File: config.mk
export PLATFORM = sky130hd
export DESIGN_NAME = bcd_counter3_flat
export DESIGN_NICKNAME = d
export VERILOG_FILES = /design/src/rtl/bcd_counter3_if.sv /design/src/rtl/bcd_counter3.sv /design/src/flat_wrapper.sv
export SDC_FILE = /design/constraint.sdc
export NUM_CORES = 1
export LEC_CHECK = 0
export CORE_MARGIN = 1.5
export CORE_UTILIZATION = 26
export DETAILED_ROUTE_END_ITERATION = 16
export PLACE_DENSITY = 0.45
export SYNTH_ARGS = -nofsm -noshare
export SYNTH_HDL_FRONTEND = slang
export SYNTH_SLANG_ARGS = --single-unit
File: constraint.sdc
create_clock -name clk -period 2.85 [get_ports clk]
set_input_delay 0.4275 -clock clk [delete_from_list [all_inputs] [get_ports clk]]
set_output_delay 0.4275 -clock clk [all_outputs]
set_load 0.01 [all_outputs]
File: src/rtl/bcd_counter3_if.sv
// Control/data bundle between the switch/button front end and the BCD counter.
// The master drives the controls; the slave returns the digits and the step pulses.
interface bcd_counter3_if;
  logic        en;
  logic        up;
  logic        load;
  logic [11:0] load_value;
  logic [3:0]  digit0;
  logic [3:0]  digit1;
  logic [3:0]  digit2;
  logic        tick;
  logic        wrap;

  modport master (
    output en, up, load, load_value,
    input  digit0, digit1, digit2, tick, wrap
  );

  modport slave (
    input  en, up, load, load_value,
    output digit0, digit1, digit2, tick, wrap
  );
endinterface

File: src/rtl/bcd_counter3.sv
// Three-digit BCD up/down counter (000-999) stepped by an internal prescaler,
// with a clamped synchronous parallel load; feeds the seven-segment scan stage.
module bcd_counter3 #(
  parameter int TICK_DIV = 100000000,
  parameter int PRESC_W  = 27
) (
  input  logic          clk,
  input  logic          BTN0,
  bcd_counter3_if.slave bus
);

  localparam logic [PRESC_W-1:0] PRESC_LAST = PRESC_W'(TICK_DIV - 1);

  logic [PRESC_W-1:0]  presc_q;
  logic [2:0][3:0]     dig_q, step_d, load_d;
  logic                tick_q, wrap_q, wrap_d;

  function automatic logic [3:0] clamp9(input logic [3:0] n);
    return (n > 4'd9) ? 4'd9 : n;
  endfunction

  // Ripple carry/borrow through the digits; a carry out of the top digit is a wrap.
  always_comb begin
    logic cy;
    step_d = dig_q;
    cy     = 1'b1;
    for (int i = 0; i < 3; i++) begin
      if (cy) begin
        if (bus.up) begin
          if (dig_q[i] >= 4'd9) step_d[i] = 4'd0;
          else begin
            step_d[i] = dig_q[i] + 4'd1;
            cy        = 1'b0;
          end
        end else begin
          if (dig_q[i] == 4'd0) step_d[i] = 4'd9;
          else begin
            step_d[i] = dig_q[i] - 4'd1;
            cy        = 1'b0;
          end
        end
      end
    end
    wrap_d = cy;
  end

  always_comb begin
    load_d = '0;
    for (int i = 0; i < 3; i++) load_d[i] = clamp9(bus.load_value[4*i +: 4]);
  end

  always_ff @(posedge clk or posedge BTN0) begin
    if (BTN0) begin
      presc_q <= '0;
      dig_q   <= '0;
      tick_q  <= 1'b0;
      wrap_q  <= 1'b0;
    end else if (bus.load) begin
      presc_q <= '0;
      dig_q   <= load_d;
      tick_q  <= 1'b0;
      wrap_q  <= 1'b0;
    end else if (bus.en) begin
      if (presc_q == PRESC_LAST) begin
        presc_q <= '0;
        dig_q   <= step_d;
        tick_q  <= 1'b1;
        wrap_q  <= wrap_d;
      end else begin
        presc_q <= presc_q + PRESC_W'(1);
        tick_q  <= 1'b0;
        wrap_q  <= 1'b0;
      end
    end else begin
      tick_q <= 1'b0;
      wrap_q <= 1'b0;
    end
  end

  assign bus.digit0 = dig_q[0];
  assign bus.digit1 = dig_q[1];
  assign bus.digit2 = dig_q[2];
  assign bus.tick   = tick_q;
  assign bus.wrap   = wrap_q;

endmodule

File: src/flat_wrapper.sv
// flat-port wrapper written by rule: the top's interface ports become plain ports
module bcd_counter3_flat 
#(
  parameter int TICK_DIV = 100000000,
  parameter int PRESC_W  = 27
)
  (clk, BTN0, bus_en, bus_up, bus_load, bus_load_value, bus_digit0, bus_digit1, bus_digit2, bus_tick, bus_wrap);
  bcd_counter3_if bus_i ();
  input  logic clk;
  input  logic BTN0;
  input wire logic [$bits(bus_i.en)-1:0] bus_en;
  input wire logic [$bits(bus_i.up)-1:0] bus_up;
  input wire logic [$bits(bus_i.load)-1:0] bus_load;
  input wire logic [$bits(bus_i.load_value)-1:0] bus_load_value;
  output wire logic [$bits(bus_i.digit0)-1:0] bus_digit0;
  output wire logic [$bits(bus_i.digit1)-1:0] bus_digit1;
  output wire logic [$bits(bus_i.digit2)-1:0] bus_digit2;
  output wire logic [$bits(bus_i.tick)-1:0] bus_tick;
  output wire logic [$bits(bus_i.wrap)-1:0] bus_wrap;
  assign bus_i.en = bus_en;
  assign bus_i.up = bus_up;
  assign bus_i.load = bus_load;
  assign bus_i.load_value = bus_load_value;
  assign bus_digit0 = bus_i.digit0;
  assign bus_digit1 = bus_i.digit1;
  assign bus_digit2 = bus_i.digit2;
  assign bus_tick = bus_i.tick;
  assign bus_wrap = bus_i.wrap;
  bcd_counter3 #(.TICK_DIV(TICK_DIV), .PRESC_W(PRESC_W)) u_core (.clk(clk), .BTN0(BTN0), .bus(bus_i));
endmodule
After elaboration in Yosys (flattened, before gate mapping)
Index checks and enable logic that the tools add are counted.
Operators by class
  add/subtract/negate cells: 7
  magnitude comparators: 6
  equal/unequal tests: 1
  muxes and demuxes: 37
  reductions and logical operators: 10
Operators by type and width (count)
  27-bit 2-to-1 mux: 3
  4-bit 2-to-1 mux: 14
  12-bit 2-to-1 mux: 3
  27-bit by 1-bit adder with 27-bit output (second input constant): 1
  27-bit == test (second input constant): 1
  1-bit 2-to-1 mux: 17
  4-bit by 1-bit adder with 4-bit output (second input constant): 3
  4-bit >= comparator (second input constant): 3
  4-bit greater-than comparator (second input constant): 3
  4-bit logical NOT: 3
  4-bit by 1-bit subtractor with 4-bit output (second input constant): 3
  2-bit nonzero test: 4
  3-bit AND reduction: 2
  2-bit AND reduction: 1
Word-level totals
  register bits after elaboration: 41
  input port bits: 17
  output and inout bits: 14
  word-level logic and storage cells: 67

Depth between registers and ports, before layout
Gate-level depths: netlist of the first run.
  word-level depth: 8
  mapped depth: 8
  mapped depth without buffers: 7

Least setup slack after synthesis of the first run
OpenSTA, ideal clock, no wires.
  kind: reg2reg
  from: register u_core.dig_q, in the netlist u_core.bus.digit0[0]
  to: register u_core.dig_q, in the netlist u_core.bus.digit2[0]
  library setup time: 0.135 ns
  arrival time: 2.191 ns
  data required time: 2.715 ns
  slack: 0.524 ns
  cell stages (with the launch flop): 8
  buffers on the path: 0
  clock period less this slack: 2.326 ns
  cells stage by stage: dfrtp_1 > inv_1 > ha_1 > or3b_2 > o22a_1 > nor4_4 > mux2i_1 > a21oi_1
On the way
  word-level cells in the longest chain between the ends: 6
  elaborated cells between the ends (all ways): 8
  classes of those cells: 1 x order compare; 4 x mux; 3 x reduce/logical
RTL lines
  start: declaration: RTL line bcd_counter3.sv:15  | logic [2:0][3:0] dig_q, step_d, load_d;
  start signal: assignment: RTL line bcd_counter3.sv:60  | dig_q <= load_d;
  start signal: assignment: RTL line bcd_counter3.sv:66  | dig_q <= step_d;
  4-bit >= comparator / 4-bit logical NOT (equally long branches): RTL line bcd_counter3.sv:30, bcd_counter3.sv:36
  1-bit 2-to-1 mux, on equally long branches: RTL line bcd_counter3.sv:30, bcd_counter3.sv:36
  1-bit 2-to-1 mux *: RTL line bcd_counter3.sv:29  | if (bus.up) begin
  1-bit 2-to-1 mux *: RTL line bcd_counter3.sv:28  | if (cy) begin
  2-bit nonzero test (no line) *
  3-bit AND reduction (no line) *
Mark *: on every way between the ends. The rest lies on a longest branch, timed or not.
A chain may end at the register's enable or synchronous reset.

Final worst setup path of the first run
Same ends and word-level chain as after synthesis.

==> results of run 1 <==
power by group:
part           internal [W]  switching (W)  leakage (nW)
clock              0.000192       0.000195        0.0443
combinational      0.000122       0.000126         0.783
sequential         0.000598      0.0000383         0.551
total              0.000912       0.000359          1.38
state kept, by name, summed over array words and instances (netlist names):
name,flops
u_core.bus.digit0,4
u_core.bus.wrap,1
u_core.bus.tick,1
u_core.presc_q,27
u_core.bus.digit1,4
u_core.bus.digit2,4
worst register-to-register path, cell delays in order (launching register included):
cell     delay (ns)
dfrtp_1        0.48
inv_1          0.12
ha_1           0.25
or3b_2         0.50
o22a_1         0.24
nor4_4         0.47
mux2i_1        0.23
a21oi_1        0.08
Yosys cell counts, types with 3 or more instances:
library cell	n
mux2i_1	9
inv_1	17
nor2_1	34
nand3b_1	4
nand4_1	16
a21oi_1	14
xor2_1	17
nand3_1	10
o21ai_1	3
or3b_2	3
o21ai_0	20
and3_1	9
clkbuf_1	18
or3_1	4
a31oi_1	5
dfrtp_1	41
o22ai_1	4
nand2b_1	6
ha_1	11
and4b_1	3
nor3_1	6
nand2_1	27
and4_1	3
worst paths after layout:
kind,start,end,slack (ns)
worst max-delay path,u_core.bus.digit0[0],u_core.bus.digit2[0],0.34
worst min-delay path,u_core.presc_q[24],u_core.presc_q[24],0.51
worst min register to register,u_core.presc_q[24],u_core.presc_q[24],0.51
min in group asynchronous,BTN0,u_core.bus.digit1[0],0.57
worst max register to register,u_core.bus.digit0[0],u_core.bus.digit2[0],0.34
max in group asynchronous,BTN0,u_core.presc_q[3],1.90
layer usage:
layer	part of all wire, %	vias to the layer above	wire length [µm]	track usage [%]
met5	0	-	0	0
met4	1.5	0	104	3.81
met3	3.1	9	218	2.54
met2	47	27	3300	21.2
met1	49	1184	3470	17.8
li1	-	1252	-	-
stage by stage:
step	cells	utilization (%)
detailed placement	486	31.6
global placement	486	31.6
finish	493	32.4
CTS	493	32.4
floorplan	330	-
global route	493	32.4
layout make-up:
| class | count | area, µm² | area share, % |
|---|---|---|---|
| multi-input combinational | 254 | 1670 | 49.4 |
| sequential | 41 | 1030 | 30.4 |
| timing repair buffer | 38 | 360 | 10.7 |
| tap | 136 | 170 | 5.04 |
| clock buffer | 7 | 86.3 | 2.56 |
| inverter | 17 | 63.8 | 1.89 |
cells by family (layout without fill, tap and decap cells):
family	count (synthesis)	after routing	synth area share (%)
and+or+nand+nor	144	144	28.9
AOI/OAI and AO/OA	70	70	15.7
muxes	11	11	3.98
adders and majority gates	11	11	4.87
xor gates and xnor gates	18	18	5.58
DFF	41	41	36.3
buffers and inverters	35	62	4.65
layout by cell type (no fill, tap or decap), types with 2 or more instances in the layout:
cell type and n:
a2111oi_0 2, a21o_1 2, a21oi_1 14, a311oi_1 2, a31oi_1 5, a41oi_1 2
and3_1 9, and4_1 3, and4b_1 3, buf_4 8, clkbuf_8 6, clkdlybuf4s50_1 30
dfrtp_1 41, ha_1 11, inv_1 16, mux2_2 2, mux2i_1 9, nand2_1 27
nand2b_1 6, nand3_1 10, nand3b_1 4, nand4_1 16, nor2_1 34, nor2b_1 2
nor3_1 6, nor3b_1 2, nor4_1 2, nor4b_1 2, o21a_1 2, o21ai_0 20
o21ai_1 3, o21bai_1 2, o22a_1 2, o22ai_1 4, o31ai_1 2, or3_1 4
or3b_2 3, xor2_1 17
==> run summary, run 1 <==
Status: completed
Die ar.: 11500 µm²
Routed Antenna Nets: 0
Max Fclk: 399 MHz
CTS resizes: 0
Max capacitance violation total: 0
Pwr/cell area: 377 nW/µm²
Warnings, synthesis: 0
Grt ovf: 0
Lkg Pwr: 1.38 nW
First-pass GRT wire length: 12100 µm
TritonCTS clock tree: yes
Via count: 2472
Final Instance Area: 3380 µm²
Tmin final: 2.51 ns
Crit start category: flip-flop
CP max stage delay: 0.50 ns
Post-synthesis sequential element count: 41
DR iter-0 viols: 135
Ant diodes: 0
Syn nets: 358
Via density per instance: 5.01
Synth unique cells: 56
Clock Tree Buf Depth: 2
Fraction of layout instances using a drive strength above 1: 7.56%
Setup bufs post-CTS: 0
Largest area contributor in the netlist: dfrtp_1
Total CTS buffers: 5
Core ar.: 10400 µm²
Final TNS setup: 0 ns
Worst-path maximum fanout: 9
Total power draw: 0.00127 W
Pin count of the biggest net entering global routing: 42
Vias in the first global route: 2390
Peak supply drop: 0.210 mV
Slew Limit Headroom: 63.1%
Final Hold Violating Endpoints: 0
Post-synthesis sequential area ratio: 36.3%
Async SR Flop Fraction: 100%
Routed WL per cell: 14.4 µm
Post-synth top area share: 36.3%
Drt drc: 0
Area after DPL: 3290 µm²
Starting density of the core: 27.1%
Total track usage: 13.1%
Post-Route WL: 7090 µm
Final WS setup: 0.344 ns
Worst Path Buf+Inv: 1
TritonRoute pass-1 iters: 4
Delay-heaviest family, CP: simple AND/OR/NAND/NOR gates
H-tree levels: 2
WHS: 0.512 ns
Num rows: 37
Number of hold buffers added after cts: 0
R2R cell count: 7
Clk root buf: clkbuf_8
Ports: 31
Syn_area_per_cell: 8.57 µm²
Cell count after synthesis: 330
Slowest stage cell, crit path: or3b_2
HPWL after DPL: 5140 µm
WHS Path Cells: 1
Crit path DAT: 2.67 ns
Hold WC Path Type: reg2reg
WS Path Type: reg2reg
CP required: 3.01 ns
Pre-CTS setup slack: 0.332 ns
CP cell instances: inv_1 > ha_1 > or3b_2 > o22a_1 > nor4_4 > mux2i_1 > a21oi_1
Post-synth EDFFs: 0
Critical Path End Type: flip-flop
Slew Viols, Final: 0
Final Setup Violations: 0
Ys flop type: dfrtp_1
Synthesized area: 2830 µm²
Clk_skew: 0.00541 ns
Placer Congestion: 0.787
RSZ-0062 raised after global routing: no
Initial antenna violation count: 0
Largest cells by area after synthesis: dfrtp_1 (36%), xor2_1 (5.3%), ha_1 (4.9%)
Worst-Skew Late Latency: 0.29 ns
Worst path depth: 7
Area Growth Syn to Fin: 19.4%
Fillers: 1096
CTS clk-pin slew, worst paths: 0.08 ns
Clock sink count: 41
Die width: 107 µm
Final Cycle Share: 87.9%
Slew @ Worst Pin: 0.554 ns
Final net count: 385
Die height: 107 µm
Port bufs: 30
No activity file was read; power rests on OpenSTA's default activity.
==> run 2: changes to the inputs <==
- CORE_MARGIN: 1.5 -> not set
- MAX_ROUTING_LAYER: not set -> met4
==> run summary, run 2 (synthesized netlist as in run 1, its figures left out) <==
Final Instance Count excl. Fillers: 496 (was 493)
HPWL after DPL: 5010 µm (was 5140 µm)
CTS resizes: 0 (unchanged)
Ports: 31 (unchanged)
Setup bufs post-CTS: 0 (unchanged)
First-pass GRT wire length: 12100 µm (unchanged)
Crit start category: flip-flop (unchanged)
Via density per instance: 5.05 (was 5.01)
CP cell instances: inv_1 > ha_1 > or3b_2 > o22a_1 > nor4_4 > mux2i_1 > o21ai_1 (was inv_1 > ha_1 > or3b_2 > o22a_1 > nor4_4 > mux2i_1 > a21oi_1)
Hold WC Path Type: reg2reg (unchanged)
Port bufs: 30 (unchanged)
Clock Tree Buf Depth: 2 (unchanged)
Initial antenna violation count: 0 (unchanged)
Starting density of the core: 27.1% (unchanged)
TritonRoute pass-1 iters: 4 (unchanged)
DR iter-0 viols: 107 (was 135)
Flop2flop setup slack: 0.32 ns (was 0.34 ns)
Max FFs per register: 27 (unchanged)
CTS clk-pin slew, worst paths: 0.09 ns (was 0.08 ns)
Reg with most FFs: u_core.presc_q (unchanged)
Pwr/cell area: 376 nW/µm² (was 377 nW/µm²)
Num rows: 37 (unchanged)
Crit path DAT: 2.72 ns (was 2.67 ns)
Lkg Pwr: 1.38 nW (about the same)
Delay-heaviest family, CP: simple AND/OR/NAND/NOR gates (unchanged)
Origin of the worst min-delay path: u_core.presc_q[24] (unchanged)
TritonCTS clock tree: yes (unchanged)
Commonest non-fill, non-tap cell in the layout: dfrtp_1 (unchanged)
Routed WL per cell: 14.2 µm (was 14.4 µm)
Final WS setup: 0.324 ns (was 0.344 ns)
Area after DPL: 3300 µm² (was 3290 µm²)
Final Cycle Share: 88.6% (was 87.9%)
FF-to-FF Start: u_core.bus.digit0[0] (unchanged)
Final Hold Violating Endpoints: 0 (unchanged)
Worst-path maximum fanout: 9 (unchanged)
Vias in the first global route: 2411 (was 2390)
Clk_skew: 0.0130 ns (was 0.00541 ns)
Worst reg2reg path endpoint: u_core.bus.digit2[2] (was u_core.bus.digit2[0])
Total power draw: 0.00127 W (about the same)
Slew Limit Headroom: 64.3% (was 63.1%)
Commonest non-fill, non-tap cells in the layout: dfrtp_1 (41), nor2_1 (34), clkdlybuf4s50_1 (30), nand2_1 (27), o21ai_0 (20) (unchanged)
Tmin final: 2.53 ns (was 2.51 ns)
Die width: 106 µm (was 107 µm)
CP required: 3.04 ns (was 3.01 ns)
Core ar.: 10400 µm² (unchanged)
RSZ-0062 raised after global routing: no (unchanged)
Critical Path End Type: flip-flop (unchanged)
R2R cell count: 7 (unchanged)
Pin count of the biggest net entering global routing: 42 (unchanged)
Final Setup Violations: 0 (unchanged)
CP max stage delay: 0.50 ns (about the same)
Total CTS buffers: 5 (unchanged)
Peak supply drop: 0.254 mV (was 0.210 mV)
WS Path Type: reg2reg (unchanged)
Worst-Skew Late Latency: 0.30 ns (was 0.29 ns)
Slew @ Worst Pin: 0.536 ns (was 0.554 ns)
Placer Congestion: 0.754 (was 0.787)
Routed Antenna Nets: 0 (unchanged)
Slew Viols, Final: 0 (unchanged)
Fraction of layout instances using a drive strength above 1: 8.33% (was 7.56%)
WHS Path Cells: 1 (unchanged)
Number of hold buffers added after cts: 0 (unchanged)
Area Growth Syn to Fin: 20.0% (was 19.4%)
Die ar.: 11300 µm² (was 11500 µm²)
Max Fclk: 396 MHz (was 399 MHz)
Die height: 106 µm (was 107 µm)
Drt drc: 0 (unchanged)
Worst Path Buf+Inv: 1 (unchanged)
Final net count: 387 (was 385)
Final Instance Area: 3390 µm² (was 3380 µm²)
Status: completed (unchanged)
Worst Hold End: u_core.presc_q[24] (unchanged)
Total track usage: 13.6% (was 13.1%)
Pre-CTS setup slack: 0.335 ns (was 0.332 ns)
Slowest stage cell, crit path: or3b_2 (unchanged)
Final TNS setup: 0 ns (unchanged)
Clk root buf: clkbuf_8 (unchanged)
Clock sink count: 41 (unchanged)
Dpl cells: 488 (was 486)
Grt ovf: 0 (unchanged)
Max capacitance violation total: 0 (unchanged)
Via count: 2505 (was 2472)
H-tree levels: 2 (unchanged)
Ant diodes: 0 (unchanged)
Post-Route WL: 7050 µm (was 7090 µm)
## run 2: changes by cell type in the layout (fill, tap and decap cells not counted)
cell,change
clkinvlp_4,+2
clkbuf_8,-1
buf_4,+2
## run 2: final cells by class
type,count,area [µm²]
clock buffer,6,72.6
clock inverter,2,15.0
inverter,17,63.8
fill,1110,7020
timing repair buffer,40,375
tap,136,170
multi-input combinational,254,1670
sequential,41,1030
## run 2: metrics by stage
| stage | utilization (%) | hold slack [ns] |
|---|---|---|
| after global routing | 32.6 | 0.545 |
| after global placement | 31.7 | 0.493 |
| after floorplan | - | 0.468 |
| after detailed placement | 31.7 | 0.495 |
| final | 32.6 | 0.513 |
| after CTS | 32.6 | 0.509 |
## run 2: how the worst max path moves through the flow
stage	startpoint	end	slack, ns	cells after the start
final	u_core.bus.digit0[0]	u_core.bus.digit2[2]	0.32	7
after global routing	u_core.bus.digit0[0]	u_core.bus.digit2[2]	0.14	7
after CTS	u_core.bus.digit0[0]	u_core.bus.digit2[1]	0.32	7
after detailed placement	u_core.bus.digit0[0]	u_core.bus.digit2[1]	0.34	7
after global placement	u_core.bus.digit0[0]	u_core.bus.digit2[0]	0.37	7
after floorplan	u_core.bus.digit0[0]	u_core.bus.digit2[0]	0.52	7
## run 2: layer usage
metal  GRT usage [%]  wire (µm)  vias up
li1                -          -     1261
met4            3.27         68        0
met2            21.7       3190       36
met1            18.0       3570     1203
met5               -          0        -
met3            2.08        223        5
## run 2: power breakdown
group | leakage (nW) | switching, W | internal [W] | total, W
clock network | 0.0374 | 0.000217 | 0.000173 | 0.000390
registers | 0.551 | 0.0000383 | 0.000598 | 0.000637
logic | 0.794 | 0.000125 | 0.000122 | 0.000247
total | 1.38 | 0.000381 | 0.000893 | 0.00127
==> run 3: changes to the inputs <==
- ABC_AREA: not set -> 1
==> run summary, run 3 <==
Status: completed (unchanged)
First-pass GRT wire length: 14200 µm (was 12100 µm)
Drt drc: 0 (unchanged)
Clock Tree Buf Depth: 2 (unchanged)
Peak supply drop: 0.211 mV (was 0.254 mV)
Routed Antenna Nets: 0 (unchanged)
Vias in the first global route: 2937 (was 2411)
WS Path Type: in2reg (was reg2reg)
Async SR Flop Fraction: 100% (unchanged)
Synth unique cells: 39 (was 56)
Largest cells by area after synthesis: dfrtp_1 (32%), nand2_1 (17%), nand3_1 (8.3%) (was dfrtp_1 (36%), xor2_1 (5.3%), ha_1 (4.9%))
Final Util: 31.7% (was 32.6%)
Port bufs: 30 (unchanged)
HPWL after DPL: 6470 µm (was 5010 µm)
Flop2flop setup slack: 1.03 ns (was 0.32 ns)
RSZ-0062 raised after global routing: no (unchanged)
Area Growth Syn to Fin: 19.2% (was 20.0%)
Pin count of the biggest net entering global routing: 26 (was 42)
Post-synth top area share: 32.2% (was 36.3%)
Ys flop type: dfrtp_1 (unchanged)
Final Cycle Share: 65.1% (was 88.6%)
CP startpoint: bus_load (was u_core.bus.digit0[0])
Ports: 31 (unchanged)
Via count: 3069 (was 2505)
Ant diodes: 0 (unchanged)
Number of hold buffers added after cts: 0 (unchanged)
CP max stage delay: 0.62 ns (was 0.50 ns)
CP required: 3.03 ns (was 3.04 ns)
P_int: 0.00116 W (was 0.000893 W)
Total CTS buffers: 5 (unchanged)
Part of the power in registers: 39.9% (was 50.0%)
Max capacitance violation total: 0 (unchanged)
Final net count: 540 (was 387)
Die ar.: 12700 µm² (was 11300 µm²)
Top-count cell post-synth: nand2_1 (was dfrtp_1)
Syn nets: 505 (was 358)
Worst-Skew Late Latency: 0.28 ns (was 0.30 ns)
Final Setup Violations: 0 (unchanged)
Tmin final: 1.86 ns (was 2.53 ns)
Placer Congestion: 0.863 (was 0.754)
Synth cell count leaders: nand2_1 (143), nor2_1 (62), nand3_1 (53) (was dfrtp_1 (41), nor2_1 (34), nand2_1 (27))
Final Instance Area: 3790 µm² (was 3390 µm²)
Hold WC Path Type: in2async (was reg2reg)
Warnings, synthesis: 0 (unchanged)
Max Fclk: 539 MHz (was 396 MHz)
TritonCTS clock tree: yes (unchanged)
Setup bufs post-CTS: 0 (unchanged)
TritonRoute pass-1 iters: 4 (unchanged)
Reg with most FFs: u_core.presc_q (unchanged)
Pre-CTS setup slack: 0.695 ns (was 0.335 ns)
Clk pwr share: 33.7% (was 30.6%)
Commonest non-fill, non-tap cells in the layout: nand2_1 (143), nor2_1 (62), nand3_1 (53), inv_1 (50), dfrtp_1 (41) (was dfrtp_1 (41), nor2_1 (34), clkdlybuf4s50_1 (30), nand2_1 (27), o21ai_0 (20))
Worst-path maximum fanout: 16 (was 9)
CTS resizes: 0 (unchanged)
Num rows: 40 (was 37)
Slowest stage cell, crit path: clkdlybuf4s50_1 (was or3b_2)
Clk_skew: 0.00581 ns (was 0.0130 ns)
Fraction of layout instances using a drive strength above 1: 8.20% (was 8.33%)
Slew @ Worst Pin: 0.376 ns (was 0.536 ns)
Max FFs per register: 27 (unchanged)
Critical Path End Type: flip-flop (unchanged)
Lkg Pwr: 1.76 nW (was 1.38 nW)
Post-Route WL: 8550 µm (was 7050 µm)
Post-synthesis sequential element count: 41 (unchanged)
R2R cell count: 10 (was 7)
Initial antenna violation count: 0 (unchanged)
Routed WL per cell: 13.0 µm (was 14.2 µm)
Comb pwr share: 26.5% (was 19.4%)
Slew Viols, Final: 0 (unchanged)
Clk root buf: clkbuf_16 (was clkbuf_8)
Area after DPL: 3650 µm² (was 3300 µm²)
FF-to-FF Start: u_core.bus.digit1[0] (was u_core.bus.digit0[0])
Synthesized area: 3180 µm² (was 2830 µm²)
Die height: 113 µm (was 106 µm)
Total track usage: 14.5% (was 13.6%)
Final Hold Violating Endpoints: 0 (unchanged)
Clock sink count: 41 (unchanged)
Final WS setup: 0.995 ns (was 0.324 ns)
Post-synth EDFFs: 0 (unchanged)
Starting density of the core: 26.6% (was 27.1%)
H-tree levels: 2 (unchanged)
CP cell instances: clkdlybuf4s50_1 > nor2_2 > inv_2 > nand2_1 > nor3_1 > nand2_1 > nor2_1 > nor2_1 (was inv_1 > ha_1 > or3b_2 > o22a_1 > nor4_4 > mux2i_1 > o21ai_1)
Die width: 113 µm (was 106 µm)
DR iter-0 viols: 169 (was 107)
Worst reg2reg path endpoint: u_core.bus.digit2[1] (was u_core.bus.digit2[2])
Crit start category: input port (was flip-flop)
Core ar.: 12000 µm² (was 10400 µm²)
Pwr/cell area: 447 nW/µm² (was 376 nW/µm²)
Slew Limit Headroom: 74.8% (was 64.3%)
Commonest non-fill, non-tap cell in the layout: nand2_1 (was dfrtp_1)
Dpl cells: 652 (was 488)
Final Instance Count excl. Fillers: 659 (was 496)
Final TNS setup: 0 ns (unchanged)
CTS clk-pin slew, worst paths: 0.06 ns (was 0.09 ns)
Grt ovf: 0 (unchanged)
Crit path DAT: 2.03 ns (was 2.72 ns)
Largest area contributor in the netlist: dfrtp_1 (unchanged)
Via density per instance: 4.66 (was 5.05)
Cell count after synthesis: 477 (was 330)
Switching Share: 31.7% (was 29.9%)
Post-synthesis sequential area ratio: 32.2% (was 36.3%)
Net switching power: 0.000537 W (was 0.000381 W)
Syn_area_per_cell: 6.67 µm² (was 8.57 µm²)
## run 3: cell types whose count changed in the layout (fill, tap and decap cells not counted), moves of 9 or more
cell and delta:
inv_1 +34, mux2i_1 -9, nand2_1 +116, nand3_1 +43
nor2_1 +28, nor3_1 +12, xor2_1 -10
## run 3: worst max-delay path by stage
stage | end | slack (ns) | cells past startpoint
2_1_floorplan | u_core.bus.digit2[0] | 1.24 | 10
3_3_place_gp | u_core.presc_q[9] | 0.73 | 9
3_5_place_dp | u_core.presc_q[9] | 0.69 | 9
4_1_cts | u_core.presc_q[9] | 0.99 | 8
5_1_grt | u_core.bus.digit2[1] | 0.82 | 10
6_report | u_core.presc_q[9] | 0.99 | 8
## run 3: layout make-up
class,count,area [µm²]
fillers,1301,8170
multi-input cells,372,1890
flip-flops and latches,41,1030
repair buffers,36,345
inverters,56,210
well taps,147,184
clock buffers,7,143
## run 3: logic make-up after synthesis
group                    Yosys count  synth area share [%]
AO/OA/AOI/OAI                     35                  6.53
XOR/XNOR                          11                  3.03
adder cells (fa/ha/maj)           11                  4.32
buffers and inverters             64                  8.53
flip-flops                        41                  32.2
AND/OR/NAND/NOR                  315                  45.4
## run 3: routing by layer
metal | up-vias | share of wire (%) | track usage (%)
met5 | - | 0 | -
met2 | 56 | 47 | 24.0
met4 | 0 | 1.0 | 3.20
li1 | 1603 | - | -
met3 | 8 | 4.5 | 2.75
met1 | 1402 | 47 | 18.3
## run 3: per-stage QoR
| stage | power, W | hold WS (ns) |
|---|---|---|
| CTS | 0.00172 | 0.332 |
| global placement | 0.00114 | 0.504 |
| floorplan | 0.000964 | 0.475 |
| finish | 0.00169 | 0.325 |
| global route | 0.00181 | 0.334 |
| detailed placement | 0.00114 | 0.503 |
## run 3: worst max-delay path, delay by kind of cell
kind / cells / cell delay [ns]
and+or+nand+nor: 6 / 0.69
buffers and inverters: 2 / 0.91
## run 3: power groups by stage
| stage | combinational, W | sequential, W | clock, W |
|---|---|---|---|
| after floorplan | 0.000278 | 0.000685 | 0 |
| after global placement | 0.000452 | 0.000687 | 0 |
| after detailed placement | 0.000450 | 0.000686 | 0 |
| after CTS | 0.000453 | 0.000676 | 0.000594 |
| after global routing | 0.000510 | 0.000684 | 0.000612 |
| final | 0.000448 | 0.000675 | 0.000571 |
